[config.mk]
export PLATFORM = sky130hd
export DESIGN_NAME = calc_accum_ctrl_flat
export DESIGN_NICKNAME = d
export VERILOG_FILES = /design/src/rtl/calc_pkg.sv /design/src/rtl/calc_accum_ctrl_if.sv /design/src/rtl/calc_seq_divider.sv /design/src/rtl/calc_accum_ctrl.sv /design/src/flat_wrapper.sv
export SDC_FILE = /design/constraint.sdc
export NUM_CORES = 1
export LEC_CHECK = 0
export CORE_ASPECT_RATIO = 1.5
export CORE_MARGIN = 1
export CORE_UTILIZATION = 40
export DETAILED_ROUTE_END_ITERATION = 16
export PLACE_DENSITY_LB_ADDON = 0.3
export RECOVER_POWER = 50
export SYNTH_ARGS = -nofsm -noshare
export SYNTH_HDL_FRONTEND = slang
export SYNTH_SLANG_ARGS = --single-unit
[constraint.sdc]
create_clock -name clk -period 17.45 [get_ports clk]
set_input_delay 5.235 -clock clk [delete_from_list [all_inputs] [get_ports clk]]
set_output_delay 5.235 -clock clk [all_outputs]
set_load 0.02 [all_outputs]
[src/rtl/calc_pkg.sv]
// Shared types for the push-button accumulator calculator: FSM states,
// error codes, operation encoding and the button priority encoder.
package calc_pkg;

  typedef enum logic [1:0] {
    IDLE,
    DIV_RUN,
    ERR_BLINK
  } state_e;

  localparam logic [1:0] ERR_NONE = 2'd0;
  localparam logic [1:0] ERR_OVF  = 2'd1;
  localparam logic [1:0] ERR_UNF  = 2'd2;
  localparam logic [1:0] ERR_DIV0 = 2'd3;

  typedef enum logic [2:0] {
    OP_NONE,
    OP_LOAD,
    OP_ADD,
    OP_SUB,
    OP_MUL,
    OP_DIV
  } op_e;

  localparam int unsigned NUM_BTN = 5;
  localparam int unsigned BTN_C   = 0;
  localparam int unsigned BTN_D   = 1;
  localparam int unsigned BTN_U   = 2;
  localparam int unsigned BTN_L   = 3;
  localparam int unsigned BTN_R   = 4;

  // Highest-priority pulse wins; lower-priority simultaneous pulses are dropped.
  function automatic op_e pick_op(input logic [NUM_BTN-1:0] pulse);
    op_e op;
    if (pulse[BTN_C])      op = OP_LOAD;
    else if (pulse[BTN_D]) op = OP_ADD;
    else if (pulse[BTN_U]) op = OP_SUB;
    else if (pulse[BTN_L]) op = OP_MUL;
    else if (pulse[BTN_R]) op = OP_DIV;
    else                   op = OP_NONE;
    return op;
  endfunction

endpackage

[src/rtl/calc_accum_ctrl_if.sv]
// Board-side bundle of the calculator: operand switches, push buttons,
// LED display and status outputs.
interface calc_accum_ctrl_if #(
  parameter int unsigned WIDTH = 16
);
  logic [WIDTH-1:0] sw;
  logic             btnC;
  logic             btnD;
  logic             btnU;
  logic             btnL;
  logic             btnR;
  logic [WIDTH-1:0] led;
  logic             busy;
  logic [1:0]       err_code;

  modport master (
    output sw, btnC, btnD, btnU, btnL, btnR,
    input  led, busy, err_code
  );

  modport slave (
    input  sw, btnC, btnD, btnU, btnL, btnR,
    output led, busy, err_code
  );
endinterface

[src/rtl/calc_seq_divider.sv]
// Restoring sequential divider: one quotient bit per cycle, done pulses
// WIDTH cycles after the start edge.
module calc_seq_divider #(
  parameter int unsigned WIDTH = 16
) (
  input  logic             clk,
  input  logic             rst,
  input  logic             start,
  input  logic [WIDTH-1:0] dividend,
  input  logic [WIDTH-1:0] divisor,
  output logic [WIDTH-1:0] quotient,
  output logic [WIDTH-1:0] remainder,
  output logic             done
);
  localparam int unsigned CNT_W = $clog2(WIDTH + 1);

  logic [WIDTH-1:0] quo_q, quo_d;
  logic [WIDTH-1:0] rem_q, rem_d;
  logic [WIDTH-1:0] dvs_q, dvs_d;
  logic [CNT_W-1:0] cnt_q, cnt_d;
  logic             run_q, run_d;
  logic             done_q, done_d;
  logic [WIDTH:0]   rem_sh;

  always_comb begin
    quo_d  = quo_q;
    rem_d  = rem_q;
    dvs_d  = dvs_q;
    cnt_d  = cnt_q;
    run_d  = run_q;
    done_d = 1'b0;
    // quo_q doubles as the dividend shift register while bits are consumed
    rem_sh = {rem_q, quo_q[WIDTH-1]};
    if (start) begin
      quo_d = dividend;
      rem_d = '0;
      dvs_d = divisor;
      cnt_d = CNT_W'(WIDTH);
      run_d = 1'b1;
    end else if (run_q) begin
      if (rem_sh >= {1'b0, dvs_q}) begin
        rem_d = WIDTH'(rem_sh - {1'b0, dvs_q});
        quo_d = {quo_q[WIDTH-2:0], 1'b1};
      end else begin
        rem_d = rem_sh[WIDTH-1:0];
        quo_d = {quo_q[WIDTH-2:0], 1'b0};
      end
      cnt_d = cnt_q - CNT_W'(1);
      if (cnt_q == CNT_W'(1)) begin
        run_d  = 1'b0;
        done_d = 1'b1;
      end
    end
  end

  always_ff @(posedge clk) begin
    if (rst) begin
      quo_q  <= '0;
      rem_q  <= '0;
      dvs_q  <= '0;
      cnt_q  <= '0;
      run_q  <= 1'b0;
      done_q <= 1'b0;
    end else begin
      quo_q  <= quo_d;
      rem_q  <= rem_d;
      dvs_q  <= dvs_d;
      cnt_q  <= cnt_d;
      run_q  <= run_d;
      done_q <= done_d;
    end
  end

  assign quotient  = quo_q;
  assign remainder = rem_q;
  assign done      = done_q;
endmodule

[src/rtl/calc_accum_ctrl.sv]
// Push-button accumulator calculator: synchronised one-shot buttons drive
// load/add/sub/mul/div on an accumulator shown on the LEDs, with a blink error display.
module calc_accum_ctrl
  import calc_pkg::*;
#(
  parameter int unsigned WIDTH          = 16,
  parameter int unsigned BLINK_DIV_LOG2 = 25,
  parameter int unsigned BLINK_TOGGLES  = 10
) (
  input  logic           clk,
  input  logic           rst,
  calc_accum_ctrl_if.slave io
);
  localparam int unsigned TOG_W = $clog2(BLINK_TOGGLES + 1);

  logic [NUM_BTN-1:0] btn_raw;
  logic [NUM_BTN-1:0] pulse;
  logic [WIDTH-1:0]   sw_q;

  state_e                  state_q, state_d;
  logic [WIDTH-1:0]        acc_q, acc_d;
  logic [WIDTH-1:0]        led_q, led_d;
  logic                    busy_q, busy_d;
  logic [1:0]              err_q, err_d;
  logic [BLINK_DIV_LOG2-1:0] presc_q, presc_d;
  logic [TOG_W-1:0]        tog_q, tog_d;

  op_e              op;
  logic [WIDTH:0]   sum;
  logic [2*WIDTH-1:0] prod;
  logic             fail;
  logic [1:0]       fail_code;
  logic             div_start;
  logic             div_done;
  logic [WIDTH-1:0] div_quo;
  logic [WIDTH-1:0] div_rem_unused;

  assign btn_raw = {io.btnR, io.btnL, io.btnU, io.btnD, io.btnC};

  for (genvar i = 0; i < NUM_BTN; i++) begin : g_btn
    logic s1_q, s2_q, prev_q;
    always_ff @(posedge clk) begin
      if (rst) begin
        s1_q   <= 1'b0;
        s2_q   <= 1'b0;
        prev_q <= 1'b0;
      end else begin
        s1_q   <= btn_raw[i];
        s2_q   <= s1_q;
        prev_q <= s2_q;
      end
    end
    assign pulse[i] = s2_q & ~prev_q;
  end

  always_ff @(posedge clk) begin
    if (rst) sw_q <= '0;
    else     sw_q <= io.sw;
  end

  calc_seq_divider #(.WIDTH(WIDTH)) u_div (
    .clk       (clk),
    .rst       (rst),
    .start     (div_start),
    .dividend  (acc_q),
    .divisor   (sw_q),
    .quotient  (div_quo),
    .remainder (div_rem_unused),
    .done      (div_done)
  );

  always_comb begin
    state_d   = state_q;
    acc_d     = acc_q;
    led_d     = led_q;
    busy_d    = busy_q;
    err_d     = err_q;
    presc_d   = presc_q;
    tog_d     = tog_q;
    div_start = 1'b0;
    fail      = 1'b0;
    fail_code = ERR_NONE;
    op        = pick_op(pulse);
    sum       = {1'b0, acc_q} + {1'b0, sw_q};
    prod      = {{WIDTH{1'b0}}, acc_q} * {{WIDTH{1'b0}}, sw_q};

    unique case (state_q)
      IDLE: begin
        led_d  = acc_q;
        busy_d = 1'b0;
        unique case (op)
          OP_LOAD: begin
            acc_d = sw_q;
            err_d = ERR_NONE;
          end
          OP_ADD: begin
            if (sum[WIDTH]) begin
              fail = 1'b1; fail_code = ERR_OVF;
            end else begin
              acc_d = sum[WIDTH-1:0];
              err_d = ERR_NONE;
            end
          end
          OP_SUB: begin
            if (sw_q > acc_q) begin
              fail = 1'b1; fail_code = ERR_UNF;
            end else begin
              acc_d = acc_q - sw_q;
              err_d = ERR_NONE;
            end
          end
          OP_MUL: begin
            if (|prod[2*WIDTH-1:WIDTH]) begin
              fail = 1'b1; fail_code = ERR_OVF;
            end else begin
              acc_d = prod[WIDTH-1:0];
              err_d = ERR_NONE;
            end
          end
          OP_DIV: begin
            if (sw_q == '0) begin
              fail = 1'b1; fail_code = ERR_DIV0;
            end else begin
              div_start = 1'b1;
              state_d   = DIV_RUN;
              busy_d    = 1'b1;
              err_d     = ERR_NONE;
            end
          end
          default: ;
        endcase
        if (fail) begin
          err_d   = fail_code;
          state_d = ERR_BLINK;
          busy_d  = 1'b1;
          led_d   = '1;
          presc_d = '0;
          tog_d   = '0;
        end
      end
      DIV_RUN: begin
        led_d = acc_q;
        if (div_done) begin
          acc_d   = div_quo;
          state_d = IDLE;
          busy_d  = 1'b0;
        end
      end
      ERR_BLINK: begin
        // the last inversion stays visible for one cycle before acc returns
        if (tog_q == TOG_W'(BLINK_TOGGLES)) begin
          state_d = IDLE;
          busy_d  = 1'b0;
          led_d   = acc_q;
        end else begin
          presc_d = presc_q + BLINK_DIV_LOG2'(1);
          if (presc_q == '1) begin
            led_d = ~led_q;
            tog_d = tog_q + TOG_W'(1);
          end
        end
      end
      default: state_d = IDLE;
    endcase
  end

  always_ff @(posedge clk) begin
    if (rst) begin
      state_q <= IDLE;
      acc_q   <= '0;
      led_q   <= '0;
      busy_q  <= 1'b0;
      err_q   <= ERR_NONE;
      presc_q <= '0;
      tog_q   <= '0;
    end else begin
      state_q <= state_d;
      acc_q   <= acc_d;
      led_q   <= led_d;
      busy_q  <= busy_d;
      err_q   <= err_d;
      presc_q <= presc_d;
      tog_q   <= tog_d;
    end
  end

  assign io.led      = led_q;
  assign io.busy     = busy_q;
  assign io.err_code = err_q;
endmodule
[src/flat_wrapper.sv]
// flat-port wrapper written by rule: the top's interface ports become plain ports
module calc_accum_ctrl_flat import calc_pkg::*;
#(
  parameter int unsigned WIDTH          = 16,
  parameter int unsigned BLINK_DIV_LOG2 = 25,
  parameter int unsigned BLINK_TOGGLES  = 10
)
  (clk, rst, io_sw, io_btnC, io_btnD, io_btnU, io_btnL, io_btnR, io_led, io_busy, io_err_code);
  calc_accum_ctrl_if #(.WIDTH(WIDTH)) io_i ();
  input  logic clk;
  input  logic rst;
  input wire logic [$bits(io_i.sw)-1:0] io_sw;
  input wire logic [$bits(io_i.btnC)-1:0] io_btnC;
  input wire logic [$bits(io_i.btnD)-1:0] io_btnD;
  input wire logic [$bits(io_i.btnU)-1:0] io_btnU;
  input wire logic [$bits(io_i.btnL)-1:0] io_btnL;
  input wire logic [$bits(io_i.btnR)-1:0] io_btnR;
  output wire logic [$bits(io_i.led)-1:0] io_led;
  output wire logic [$bits(io_i.busy)-1:0] io_busy;
  output wire logic [$bits(io_i.err_code)-1:0] io_err_code;
  assign io_i.sw = io_sw;
  assign io_i.btnC = io_btnC;
  assign io_i.btnD = io_btnD;
  assign io_i.btnU = io_btnU;
  assign io_i.btnL = io_btnL;
  assign io_i.btnR = io_btnR;
  assign io_led = io_i.led;
  assign io_busy = io_i.busy;
  assign io_err_code = io_i.err_code;
  calc_accum_ctrl #(.WIDTH(WIDTH), .BLINK_DIV_LOG2(BLINK_DIV_LOG2), .BLINK_TOGGLES(BLINK_TOGGLES)) u_core (.clk(clk), .rst(rst), .io(io_i));
endmodule
## After elaboration in Yosys (flattened, before gate mapping)

Index checks and enable logic that the tools add are counted.

| word-level totals | value |
|---|---|
| bits in registers | 152 |
| bits in latches | 0 |
| RAM bits | 0 |
| memory bits (read-only) | 0 |
| input port bits | 23 |
| logic and storage cells | 156 |
| memories kept | 0 |

| cells by class | value |
|---|---|
| add/subtract/negate cells | 6 |
| multipliers | 1 |
| div/mod/pow operators | 0 |
| magnitude comparators | 2 |
| equal/unequal tests | 26 |
| shifts and indexed selects | 0 |
| muxes and demuxes | 62 |
| bitwise gates (word level) | 12 |
| reduce and logical (&&, ||, !) cells | 17 |

Operators by type and width:

| cell | number |
|---|---|
| $mux W16 | 10 |
| $pmux W16 S4 | 1 |
| $mux W25 | 2 |
| $pmux W25 S2 | 1 |
| $pmux W16 S3 | 1 |
| $mul A16 B16 Y32 | 1 |
| $pmux W16 S2 | 1 |
| $sub A16 B16 Y16 | 2 |
| $add A25 B1 Y25 const B | 1 |
| $eq A25 B25 Y1 const B | 1 |
| $mux W2 | 12 |
| $ne A3 B3 Y1 const B | 8 |
| $mux W1 | 18 |
| $add A16 B16 Y17 | 1 |
| $ge A17 B16 Y1 | 1 |
| $gt A16 B16 Y1 | 1 |
| $logic_not A16 Y1 | 1 |
| $not A16 Y16 | 1 |
| $reduce_or A16 Y1 | 1 |
| $mux W3 | 5 |
| $mux W4 | 3 |
| $reduce_and A6 Y1 | 2 |
| $mux W5 | 2 |
| $pmux W2 S5 | 1 |
| 30 further kinds | 48 |

## Longest topological paths before layout

Gate-level depths: netlist (run 1).

| logic depth | value |
|---|---|
| word-level depth | 12 |
| gate-level depth with buffers | 28 |
| depth with buffers taken out | 25 |

## Cells and area by module

Synthesis (run 1) repeated with hierarchy kept, for this count alone.

| second synthesis, totals | value |
|---|---|
| cell total of the unflattened synthesis | 2299 |
| area total of the unflattened synthesis | 18507.8 µm² |

By module, submodules not included:

| module | times used | cells an instance | area an instance (µm²) | seq. area each (µm²) |
|---|---|---|---|---|
| calc_accum_ctrl | 1 | 1913 | 15388.5 | 1941.9 |
| calc_seq_divider | 1 | 386 | 3119.2 | 1101.1 |

## Least setup slack after synthesis (run 1)

Ideal clock, no wire load.

| timing path | value |
|---|---|
| path type | reg-to-reg |
| from | register u_core.acc_q[7] |
| to | register u_core.led_q[10], in the netlist u_core.io.led[10] |
| setup time | 117 ps |
| arrival time | 7211 ps |
| required time | 17333 ps |
| setup slack | 10121 ps |
| cell stages (with the launch flop) | 25 |
| path buffers | 4 |
| cell sequence | dfxtp_1 clkbuf_1 clkbuf_1 nand2_1 fa_1 fa_1 fa_1 fa_1 fa_1 inv_1 fa_1 ha_1 buf_4 nand4_4 or4_4 nor4b_2 o41ai_1 a21o_1 a32o_1 a211oi_4 and4_4 o21ai_4 buf_6 or3_1 a32o_1 |

| on the way | value |
|---|---|
| longest elaborated chain between the ends | 7 |
| elaborated cells on any way between the ends | 11 |

Ends and longest elaborated chain:

| item | line | RTL |
|---|---|---|
| from (decl) | calc_accum_ctrl.sv:21 | `logic [WIDTH-1:0] acc_q, acc_d;` |
| from (signal assigned) | calc_accum_ctrl.sv:170 | `acc_q <= '0;` |
| from (signal assigned) | calc_accum_ctrl.sv:178 | `acc_q <= acc_d;` |
| $mul A16 B16 Y32 | calc_accum_ctrl.sv:85 | `prod = {{WIDTH{1'b0}}, acc_q} * {{WIDTH{1'b0}}, sw_q};` |
| $reduce_or A16 Y1 | calc_accum_ctrl.sv:113 | `if (\|prod[2*WIDTH-1:WIDTH]) begin` |
| $mux W1 | calc_accum_ctrl.sv:113 |  |
| $pmux W1 S4 (*) | calc_accum_ctrl.sv:91 | `unique case (op)` |
| $mux W1 (*) | calc_accum_ctrl.sv:87 | `unique case (state_q)` |
| $mux W16 (*) | calc_accum_ctrl.sv:132 | `if (fail) begin` |
| $pmux W16 S3 (*) | calc_accum_ctrl.sv:87 |  |
| to (signal assigned) | calc_accum_ctrl.sv:179 | `led_q <= led_d;` |
| to (decl) | calc_accum_ctrl.sv:22 | `logic [WIDTH-1:0] led_q, led_d;` |

Every way passes the cells marked *; elsewhere a longest branch is shown, timed or not. The select of a mux whose other input is x is not followed.
A chain may end at the register's enable or synchronous reset.

==> impl_metrics.tcl, run 1 <==
set metrics [dict create \
    start_util 0.4080 \
    drt-pass1-iter-count 6 \
    critPathKind "in -> reg" \
    worstHoldPathType "reg -> reg" \
    pwr-share-seq 0.254 \
    hold_violations 0 \
    dr_total_vias 15820 \
    die_y_um 262.1 \
    viasPerCell 5.757 \
    p_per_area_nw_per_um2 89.47 \
    syn-instance-count 2207 \
    async_flop_share 0 \
    clk_path_buf_depth 2 \
    rows 94 \
    drv_cap 1 \
    grt_max_degree 79 \
    synthAdderAreaFrac 0.3303 \
    die-area_um2 45970 \
    synth.cell_area_um2 18040 \
    synth.area.top_cells "fa_1, dfxtp_1, ha_1" \
    grt_usage 0.2391 \
    nFillCells 4450 \
    timing.fmax_mhz 100.6 \
    multiInputGateArea_um2 13390 \
    ys.flop_type "dfxtp_1" \
    dieWidth_um 175.4 \
    r2r_cells 21 \
    grt_overflow 0 \
    cp.required_ps 17760 \
    io_buffers 41 \
    holdPathStages 1 \
    syn_area_per_cell_um2 8.174 \
    p_leak_nw 8.127 \
    cts.htree.levels 4 \
    cts_tree "done" \
    syn2layout_area_growth_pct 7.393 \
    tightestPinTransition_ps 3585 \
    synth_cell_types 87 \
    synth_seq_cells 152 \
    worst_path_max_delay_cell "clkbuf_1" \
    cts-root-buf "clkbuf_16" \
    synth_compound_area_frac 0.1695 \
    place.gp.congestion 0.9210 \
    wl_um 53300 \
    clkPwrFrac 0.209 \
    synth_common_cells "inv_1, nand2_1, fa_1, ha_1, dfxtp_1" \
    finalCritPeriodShare 0.5695 \
    critPathLaunchType "input pin" \
    synthMuxAreaShare 0.01574 \
    finalCriticalPeriod_ps 9938 \
    post_cts_buffers 0 \
    antenna_found_initial 0 \
    final_cells 2748 \
    initialDrtViolationCount 1015 \
    yosys_warnings 0 \
    violations "max-capacitance violations, max-slew violations" \
    slowest_delay_ps 2570 \
    fin_nets 2540 \
    switchingPower_uw 804.1 \
    rsz0062_at_grt "false" \
    regArea_um2 3044 \
    yosysSeqAreaShare 0.1687 \
    insertion_delay_ps 430 \
    grt_pass1_vias 15950 \
    end_kind "flip-flop" \
    internal_power_uw 929.3 \
    grt_pass1_wl_um 86050 \
    core_um2 44220 \
    vdd_ir_drop_max_v 0.00006314 \
    numCtsBuffers 17 \
    cts_hold_buffers 0 \
    yosys.area.top_type "fa_1" \
    syn_nets 2588 \
    synth-edff-count 0 \
    synthXorXnorAreaFrac 0.01748 \
    dp.cells 2716 \
    slew_headroom -1.390 \
    switching_share 0.4639 \
    fin_tns_setup_ps 0 \
    num_antenna_cells 0 \
    num_io_pins 42 \
    crit_fanout 78 \
    clk_pin_slew_worst_paths_ps 70 \
    crit_chain "clkbuf_1 > clkbuf_1 > nor2_1 > a32o_1" \
    remaining_drc_errors 0 \
    clock-sinks 152 \
    ant_nets 0 \
    synthSimpleGateAreaFrac 0.2086 \
    maxSlewViolCount 79 \
    worstPathArrival_ps 10240 \
    postCtsResizedCells 0 \
    finalSetupViolCount 0 \
    wire_per_inst_um 19.39 \
    dp_hpwl_um 40260 \
    drive_gt1_frac 0.03867 \
    path_common_cell "clkbuf_1" \
    fin_skew_ps 14.93 \
    yosysTopAreaCellShare 0.2186 \
    combPwrFrac 0.537 \
    synth_top_family_by_area "adder cells" \
    run_status "finished, violations left" \
]
registers in the layout, summed over array words and instances, names as in the netlist:
| name | flops |
|---|---|
| u_core.presc_q | 25 |
| u_core.sw_q | 16 |
| u_core.u_div.dvs_q | 16 |
| u_core.u_div.cnt_q | 5 |
| u_core.io.led | 16 |
| u_core.io.err_code | 2 |
| u_core.g_btn.s1_q | 5 |
| u_core.state_q | 2 |
| u_core.tog_q | 4 |
| u_core.u_div.remainder | 16 |
| u_core.u_div.quotient | 16 |
| u_core.g_btn.prev_q | 5 |
| u_core.g_btn.s2_q | 5 |
| u_core.io.busy | 1 |
| u_core.acc_q | 16 |
| u_core.u_div.run_q | 1 |
| u_core.u_div.done | 1 |
metal layers:
| layer | GRT usage | vias to the layer above | wire (um) |
|---|---|---|---|
| met5 | 0 | - | 0 |
| met4 | 0.1437 | 0 | 3609 |
| met3 | 0.02344 | 139 | 2643 |
| met2 | 0.4270 | 528 | 26800 |
| met1 | 0.2766 | 7819 | 20240 |
| li1 | - | 7334 | - |
worst max-delay path: cells and delay by family:
kind / cells / cell delay [ps]
AOI/OAI and AO/OA: 1 / 530
buffers and inverters: 2 / 3280
and+or+nand+nor: 1 / 1160
power by group through the flow:
| stage | registers [mW] | logic (mW) | clock network [mW] |
|---|---|---|---|
| 5_1_grt | 0.444 | 1.04 | 0.382 |
| 2_1_floorplan | 0.429 | 0.674 | 0 |
| 3_5_place_dp | 0.447 | 0.929 | 0 |
| 6_report | 0.441 | 0.931 | 0.361 |
| 3_3_place_gp | 0.445 | 0.917 | 0 |
| 4_1_cts | 0.439 | 0.935 | 0.368 |
cell type report:
cell class / count / area share
Sequential cell: 152 / 0.1571
Multi-Input combinational cell: 1639 / 0.6909
Tap cell: 576 / 0.03720
Clock inverter: 14 / 0.007297
Clock buffer: 18 / 0.02215
Inverter: 282 / 0.05463
Timing Repair Buffer: 67 / 0.03074
through the flow:
step | util | power, mW | setup WS (ps) | hold slack, ps | area [um2]
after floorplan | - | 1.103 | 10120 | 413.8 | 18040
after global placement | 0.4254 | 1.362 | 8855 | 419.8 | 18810
after detailed placement | 0.4254 | 1.376 | 8791 | 422.0 | 18810
after CTS | 0.4383 | 1.743 | 8772 | 438.6 | 19380
after global routing | 0.4381 | 1.861 | 7020 | 461.5 | 19370
final | 0.4381 | 1.733 | 7512 | 438.4 | 19370
worst paths after layout:
check / start / end / slack, ps
max: rst / u_core.io.led[14] / 7510
min: u_core.g_btn[1].s1_q / u_core.g_btn[1].s2_q / 440
max reg2reg: u_core.sw_q[8] / u_core.presc_q[0] / 8610
min reg2reg: u_core.g_btn[1].s1_q / u_core.g_btn[1].s2_q / 440
kinds of logic after synthesis:
| kind of cell | count (synthesis) |
|---|---|
| flops | 152 |
| simple gates | 762 |
| buf+inv | 416 |
| compound gates | 455 |
| mux | 28 |
| xor+xnor | 36 |
| fa+ha+maj | 358 |
placed cells by master, fill, tap and decap left out, drive strengths merged, types with 14 or more instances in the layout:
master	instances
and2	102
o31ai	14
nor2b	43
a211oi	32
a21o	27
o211ai	21
fa	197
mux2i	25
a21oi	123
nor3	21
nor2	120
xor2	14
ha	161
dfxtp	152
inv	287
nand4	29
and3	15
buf	25
nand3	51
nand2b	18
clkbuf	20
clkdlybuf4s50	39
o21ai	95
a32o	17
or3	33
xnor2	22
nand2	281
a31oi	27
(Power assumes the default switching activity.)
==> run 2, diff against run 1 <==
Clock period 17.45 ns to 10.3 ns, I/O delays scaled along.
==> run 2 against run 1 <==
Compared with the run above:
- the run still ends with max-capacitance violations, max-slew violations left
- core utilization increased by 0.20 points
- die area unchanged
- final cell count about the same
- highest routed layer unchanged
- clock power increased by 95%
- final area increased by 0.45%
- flip-flop and latch count unchanged
- hold slack got worse by 0.76 ps
- sequential share of layout area decreased by 0.071 points
- worst setup slack got worse by 6200 ps
- first-iteration DRC count increased by 2.4%
- non-clock buffer count unchanged
==> impl_metrics.tcl, run 2 (synthesized netlist as in run 1, its figures left out) <==
set metrics [dict create \
    drt-pass1-iter-count 6 \
    end_kind "flip-flop" \
    timing.fmax_mhz 111.9 \
    fin_tns_setup_ps 0 \
    pwr-share-seq 0.248 \
    slowest_delay_ps 1050 \
    reg2reg_from "u_core.acc_q[8]" \
    fin_nets 2540 \
    remaining_drc_errors 0 \
    holdPathStages 1 \
    combPwrFrac 0.520 \
    numCtsBuffers 17 \
    clkPwrFrac 0.232 \
    final_util 0.4401 \
    cts.htree.levels 4 \
    regMostFlops "u_core.presc_q" \
    finalSetupViolCount 0 \
    hold_violations 0 \
    drv_cap 1 \
    clk_path_buf_depth 2 \
    start_util 0.4080 \
    antenna_found_initial 0 \
    initialDrtViolationCount 1039 \
    regArea_um2 3044 \
    fin_skew_ps 16.14 \
    cp.required_ps 10460 \
    insertion_delay_ps 440 \
    rrSetupSlack_ps 1360 \
    multiInputGateArea_um2 13390 \
    reg2reg_to "u_core.presc_q[1]" \
    violations "max-capacitance violations, max-slew violations" \
    grt_max_degree 90 \
    critPathLaunchType "flip-flop" \
    clock-sinks 152 \
    syn2layout_area_growth_pct 7.878 \
    worstPathArrival_ps 9100 \
    cts-root-buf "clkbuf_16" \
    internal_power_mw 1.674 \
    die_y_um 262.1 \
    wire_per_inst_um 19.64 \
    wl_um 53950 \
    critPathKind "reg -> reg" \
    switching_share 0.4492 \
    final_cell_mix "inv_1, nand2_1, fa_1, ha_1, dfxtp_1" \
    switchingPower_mw 1.365 \
    dr_total_vias 15923 \
    cts_hold_buffers 0 \
    ant_nets 0 \
    maxSlewViolCount 90 \
    tightestPinTransition_ps 4078 \
    num_antenna_cells 0 \
    grt_pass1_wl_um 86020 \
    place.gp.congestion 0.9279 \
    min_from "u_core.g_btn[3].s1_q" \
    grt_overflow 0 \
    post_cts_buffers 0 \
    nFillCells 4469 \
    drive_gt1_frac 0.03869 \
    num_io_pins 42 \
    grt_usage 0.2401 \
    clk_pin_slew_worst_paths_ps 70 \
    dieWidth_um 175.4 \
    slew_headroom -1.719 \
    min_to "u_core.g_btn[3].s2_q" \
    run_status "finished, violations left" \
    finalCriticalPeriod_ps 8939 \
    rows 94 \
    p_leak_nw 8.169 \
    postCtsResizedCells 0 \
    viasPerCell 5.797 \
    io_buffers 41 \
    rsz0062_at_grt "false" \
    dp_hpwl_um 40930 \
    core_um2 44220 \
    vdd_ir_drop_max_v 0.0001291 \
    path_common_cell "fa_1" \
    crit_chain "ha_1 > inv_1 > fa_1 > fa_1 > fa_1 > fa_1 > fa_1 > inv_1 > fa_1 > ha_1 > nand4_4 > or4_4 > nor4b_2 > o41ai_1 > a21o_1 > a32o_1 > a211oi_4 > nand4_2 > nand3_1 > mux2i_1 > nor2_1" \
    cts_tree "done" \
    p_per_area_nw_per_um2 156.2 \
    largest_register_ffs 25 \
    r2r_cells 21 \
    crit_fanout 21 \
    die-area_um2 45970 \
    worst_path_max_delay_cell "dfxtp_1" \
    grt_pass1_vias 16061 \
    worstHoldPathType "reg -> reg" \
    finalCritPeriodShare 0.8678 \
]
run 2: cell count changes in the layout (fill, tap and decap cells not counted):
cell             change
inv_6                -2
clkinv_4             +2
inv_8                -2
dlygate4sd3_1        -1
clkbuf_8             +1
clkinv_2             -1
bufinv_16            +4
clkdlybuf4s50_1      +1
clkbuf_1             -1
clkinvlp_4           -2
run 2: final cells by class:
cell class              instances  area share
clock buffers                  18     0.02257
repair buffers                 67     0.03060
clock inverters                13     0.01125
flip-flops and latches        152      0.1564
multi-input cells            1639      0.6878
inverters                     282     0.05439
well taps                     576     0.03703
run 2: metal layers:
metal | vias to the layer above | track usage | part of all wire
met4 | 0 | 0.1536 | 0.070
met2 | 514 | 0.4311 | 0.51
li1 | 7342 | - | -
met1 | 7925 | 0.2718 | 0.38
met3 | 142 | 0.02416 | 0.045
met5 | - | 0 | 0
run 2: through the flow:
stage               total power, mW  worst slack, ps  hold WS, ps  area [um2]  std cells
floorplan                     1.869             2971        413.8       18040       2207
global placement              2.311             1744        422.4       18810       2716
detailed placement            2.334             1641        424.8       18810       2716
CTS                           3.044             1614        443.0       19470       2747
global route                  3.252            991.0        466.4       19460       2747
finish                        3.040             1361        437.6       19460       2747
run 2: power by group through the flow:
stage / Sequential [mW] / Clock, mW / Combinational, mW
finish: 0.755 / 0.705 / 1.58
global route: 0.760 / 0.740 / 1.75
CTS: 0.752 / 0.713 / 1.58
detailed placement: 0.764 / 0 / 1.57
global placement: 0.762 / 0 / 1.55
floorplan: 0.727 / 0 / 1.14
run 2: critical path, delay by kind of cell (launching register included):
kind / cells / cell delay [ps]
buffers and inverters: 2 / 180
AO/OA/AOI/OAI: 4 / 1120
adder cells (fa/ha/maj): 8 / 3830
multiplexers: 1 / 260
AND/OR/NAND/NOR: 6 / 2210
flip-flops: 1 / 1050
run 2: worst max-delay path by stage:
| stage | from | endpoint | slack (ps) |
|---|---|---|---|
| 2_1_floorplan | u_core.acc_q[7] | u_core.io.led[10] | 2970 |
| 3_3_place_gp | u_core.sw_q[8] | u_core.presc_q[1] | 1740 |
| 3_5_place_dp | u_core.acc_q[8] | u_core.presc_q[1] | 1640 |
| 4_1_cts | u_core.acc_q[8] | u_core.presc_q[1] | 1610 |
| 5_1_grt | u_core.acc_q[8] | u_core.presc_q[1] | 990 |
| 6_report | u_core.acc_q[8] | u_core.presc_q[1] | 1360 |
